**config.mk**
```make
export PLATFORM = sky130hd
export DESIGN_NAME = mux_out_fifo
export DESIGN_NICKNAME = d
export VERILOG_FILES = /design/src/rtl/mux_out_fifo.sv
export SDC_FILE = /design/constraint.sdc
export NUM_CORES = 1
export LEC_CHECK = 0
export BUFFER_PORTS_ARGS = -buffer_cell sky130_fd_sc_hd__buf_2
export CAP_MARGIN = 0
export CORE_ASPECT_RATIO = 1.2
export CORE_UTILIZATION = 50
export DETAILED_ROUTE_END_ITERATION = 7
export GPL_TIMING_DRIVEN = 0
export PLACE_DENSITY_LB_ADDON = 0.1
export SYNTH_ARGS = -nofsm -noshare
export SYNTH_HDL_FRONTEND = slang
export SYNTH_SLANG_ARGS = --single-unit
```
**constraint.sdc**
```tcl
create_clock -name clk -period 2.3 [get_ports clk]
set_input_delay 0.46 -clock clk [delete_from_list [all_inputs] [get_ports clk]]
set_output_delay 0.46 -clock clk [all_outputs]
set_load 0.03 [all_outputs]
```
**src/rtl/mux_out_fifo.sv**
```systemverilog
// Capture FIFO behind the 4:1 mux: no backpressure on input, FWFT valid/ready output.
// Words that arrive while the FIFO is full are dropped, counted (saturating) and flagged.
module mux_out_fifo #(
    parameter int unsigned DATA_W = 8,
    parameter int unsigned DEPTH  = 8,
    parameter int unsigned CNT_W  = $clog2(DEPTH) + 1
) (
    input  logic              clk,
    input  logic              reset,
    input  logic              in_valid,
    input  logic [DATA_W-1:0] in_data,
    output logic              out_valid,
    input  logic              out_ready,
    output logic [DATA_W-1:0] out_data,
    output logic [CNT_W-1:0]  count,
    output logic              full,
    output logic              empty,
    output logic              overflow,
    output logic [7:0]        drop_cnt,
    input  logic              clr_ovf
);

    localparam int unsigned PTR_W = $clog2(DEPTH);

    logic [DATA_W-1:0] mem [DEPTH];
    logic [PTR_W-1:0]  wr_ptr_q, wr_ptr_d;
    logic [PTR_W-1:0]  rd_ptr_q, rd_ptr_d;
    logic [CNT_W-1:0]  count_q, count_d;
    logic              overflow_q, overflow_d;
    logic [7:0]        drop_cnt_q, drop_cnt_d;
    logic              push_ok, pop, drop;

    // Status comes only from registered state; no path from in_valid/out_ready.
    assign full      = (count_q == CNT_W'(DEPTH));
    assign empty     = (count_q == '0);
    assign count     = count_q;
    assign out_valid = !empty;
    assign out_data  = mem[rd_ptr_q];
    assign overflow  = overflow_q;
    assign drop_cnt  = drop_cnt_q;

    assign pop     = out_valid && out_ready;
    assign push_ok = in_valid && (!full || pop);
    assign drop    = in_valid && full && !pop;

    always_comb begin
        wr_ptr_d   = wr_ptr_q;
        rd_ptr_d   = rd_ptr_q;
        count_d    = count_q;
        overflow_d = overflow_q;
        drop_cnt_d = drop_cnt_q;

        if (push_ok) begin
            wr_ptr_d = wr_ptr_q + PTR_W'(1);
        end
        if (pop) begin
            rd_ptr_d = rd_ptr_q + PTR_W'(1);
        end
        if (push_ok && !pop) begin
            count_d = count_q + CNT_W'(1);
        end else if (pop && !push_ok) begin
            count_d = count_q - CNT_W'(1);
        end

        // Clear wins for the counter, but a same-cycle drop still sets the sticky flag.
        if (drop) begin
            overflow_d = 1'b1;
        end else if (clr_ovf) begin
            overflow_d = 1'b0;
        end
        if (clr_ovf) begin
            drop_cnt_d = 8'd0;
        end else if (drop && (drop_cnt_q != 8'hFF)) begin
            drop_cnt_d = drop_cnt_q + 8'd1;
        end
    end

    always_ff @(posedge clk or negedge reset) begin
        if (!reset) begin
            wr_ptr_q   <= '0;
            rd_ptr_q   <= '0;
            count_q    <= '0;
            overflow_q <= 1'b0;
            drop_cnt_q <= 8'd0;
        end else begin
            wr_ptr_q   <= wr_ptr_d;
            rd_ptr_q   <= rd_ptr_d;
            count_q    <= count_d;
            overflow_q <= overflow_d;
            drop_cnt_q <= drop_cnt_d;
        end
    end

    // Storage is deliberately not reset.
    always_ff @(posedge clk) begin
        if (push_ok) begin
            mem[wr_ptr_q] <= in_data;
        end
    end

endmodule

```
==> flow_summary.ini <==
[floorplan]
coreArea_sq_um = 6570
dieArea_sq_um = 7280
die_w_microns = 78.0
io_pins = 37
die_h_microns = 93.3
start_util_pct = 52.8
num_rows = 32

[timing]
hold_viol = 0
setup_slack_ns = -0.0898
clock.fmax_mhz = 418
clock_skew_ns = 0.0120
slew_violations = 0
fin_crit_sh_pct = 104
rsz0062_at_grt = yes
fin_setup_tns_ns = -0.611
setup_violations = 9
tightestPinTransition_ns = 0.888
relSlewSlack_pct = 40.6
finalCriticalPeriod_ns = 2.39

[yosys]
synth_xor_area_share_pct = 1.77
yosys.area_share.simple_pct = 6.38
synth-main-ff-cell = edfxtp_1
synth_most_common_cell = edfxtp_1
synth.cell_area_sq_um = 3470
yosysWarnings = 0
netlist_instances = 201
synth_common_cells = 64 x edfxtp_1, 19 x dfrtp_1, 16 x mux4_2, 11 x mux2_2, 10 x nand2_1
synth.yosys.seq_area_share_pct = 69.1
ys_async_sr_fraction_pct = 22.9
synth.area.mux_share_pct = 14.5
ys_seq_elements = 83
syn_avg_cell_area_sq_um = 17.3
synth.largest_area_cell = edfxtp_1
synth-edff-count = 64
yosysUniqueCellTypes = 31
synth_compound_area_share_pct = 3.79
syn_nets = 221
synthAdderAreaFrac_pct = 2.74
synth_top_family_by_area = multiplexers
ys_top_cells_by_area = edfxtp_1 55%, dfrtp_1 14%, mux4_2 10%
synth_top_area_share_pct = 55.4

[layout]
stdcell_area_sq_um = 4320
drive_gt1_share_pct = 44.4
n_fill_cell = 488
fin_cells = 351
n_antenna_cell = 0
layout.nets = 282
syn_to_final_growth_pct = 24.6
multiInputGateArea_sq_um = 1130
seqCellArea_sq_um = 2400

[cts]
h-tree-depth = 3
clkTransAtPathRegs_ns = 0.08
cts_tree = yes
cts.sinks = 83
clk_root_buffer_cell = clkbuf_8
cts_hold_buffers = 0
clkLatencyLatePin_ns = 0.34
clk_path_buf_depth = 2
cts_inserted_buffers = 9

[placed_design]
dp.cells = 322
place_congestion = 0.707
hpwlAfterDp_mm = 4.07
numPortBuffers = 35
post-place-ws_ns = -0.396
dpl_cell_area_sq_um = 3810

[setup_path]
rr_startpoint = count[1]$_DFFE_PN0P_
end_kind = primary output
worstPathRequired_ns = 1.84
arrival_ns = 1.93
r2r_setup_slack_ns = -0.03
reg2regPathDepth = 7
start_kind = flop
critical_path.max_fanout = 5
critPathKind = flop to primary output
cp-startpoint = rd_ptr_q[0]$_DFFE_PN0N_
r2r-end = count[3]$_DFFE_PN0P_

[grt]
grt_first_pass_wirelength_mm = 10.3
grt_max_degree = 20
antenna_found_initial = 0
grt_pass1_vias = 1929
grt.total_usage_pct = 19.9
overflow = 0

[run]
drv_cap = 0

[route]
wl_mm = 6.50
routedWlPerCell_microns = 18.5
first_pass_iters = 4
via_per_inst = 5.59
ant_nets = 0
drtIter0Drc = 101
num_vias = 1962
drc = 0

[power_and_ir_drop]
peakVddDrop_uv = 891
power.total_w = 0.00573
p_per_area_nw_per_um2 = 1330
leakage_nw = 1.60

[status]
violations = negative setup slack
status = finished with violations

[worst_hold_path]
min_path_type = input pin to asynchronous set/reset pin
[registers in the layout, summed over array words and instances (netlist names)]
name	count
drop_cnt	8
mem	64
rd_ptr_q	3
count	4
overflow	1
wr_ptr_q	3
[per-layer routing]
layer / routed length [microns] / up-vias / GRT usage, %
met1: 2770 / 1000 / 25.9
met5: 0 / - / 0
li1: - / 911 / -
met2: 3460 / 44 / 33.6
met3: 186 / 7 / 3.80
met4: 93 / 0 / 6.79
[power by group]
group / switching (W) / internal [W] / total, W
logic: 0.00125 / 0.00130 / 0.00255
clock network: 0.000507 / 0.000609 / 0.00112
registers: 0.000165 / 0.00190 / 0.00207
total: 0.00192 / 0.00381 / 0.00573
[how the worst max path moves through the flow]
stage	end	cells after the start
5_1_grt	out_data[0]	5
2_1_floorplan	count[3]$_DFFE_PN0P_	9
6_report	out_data[0]	5
3_3_place_gp	out_data[5]	5
3_5_place_dp	out_data[5]	5
4_1_cts	out_data[5]	5
[final cells by class]
cell class                 count  share of cell area (%)
buffer                         7                    1.65
clock buffer                   9                    2.86
clock inverter                 6                    2.08
inverter                       5                   0.550
multi-input combinational    105                    26.2
sequential                    83                    55.6
tap                           85                    2.46
timing repair buffer          51                    8.56
[cells by family after synthesis]
logic type | Yosys count
xor gates and xnor gates | 7
and+or+nand+nor | 41
adders and majority gates | 7
buffers and inverters | 13
AOI/OAI and AO/OA | 21
DFF | 83
muxes | 29
[layout by cell type, fill, tap and decap left out, drive strengths merged, types with 4 or more instances in the layout]
cell type and n:
inv 6, clkbuf 12, o31ai 4, nor2 8, ha 6, a21oi 7
xnor2 5, buf 55, mux4 16, nand3 5, or4 4, nor3 5
o21ai 6, dfrtp 19, edfxtp 64, mux2 11, nand2 10
[stage by stage]
stage                     util [%]  hold slack (ns)
after floorplan                  -            0.164
after global placement        57.9            0.434
after detailed placement      58.0            0.432
after CTS                     65.1           0.0643
after global routing          65.9           0.0797
final                         65.9           0.0542
[repair_timing]
item                                    CTS  global route
gates cloned                              1             0
gates resized for setup                  41             6
pin swaps                                 3             5
buffers inserted                         12             2
endpoints found under the setup margin   27            28
[critical path: stages (launching register included)]
cell	delay, ns
dfrtp_1	0.39
buf_8	0.15
buf_12	0.13
mux4_2	0.51
mux2_4	0.28
buf_6	0.14
Power figures use the tool's default switching activity.
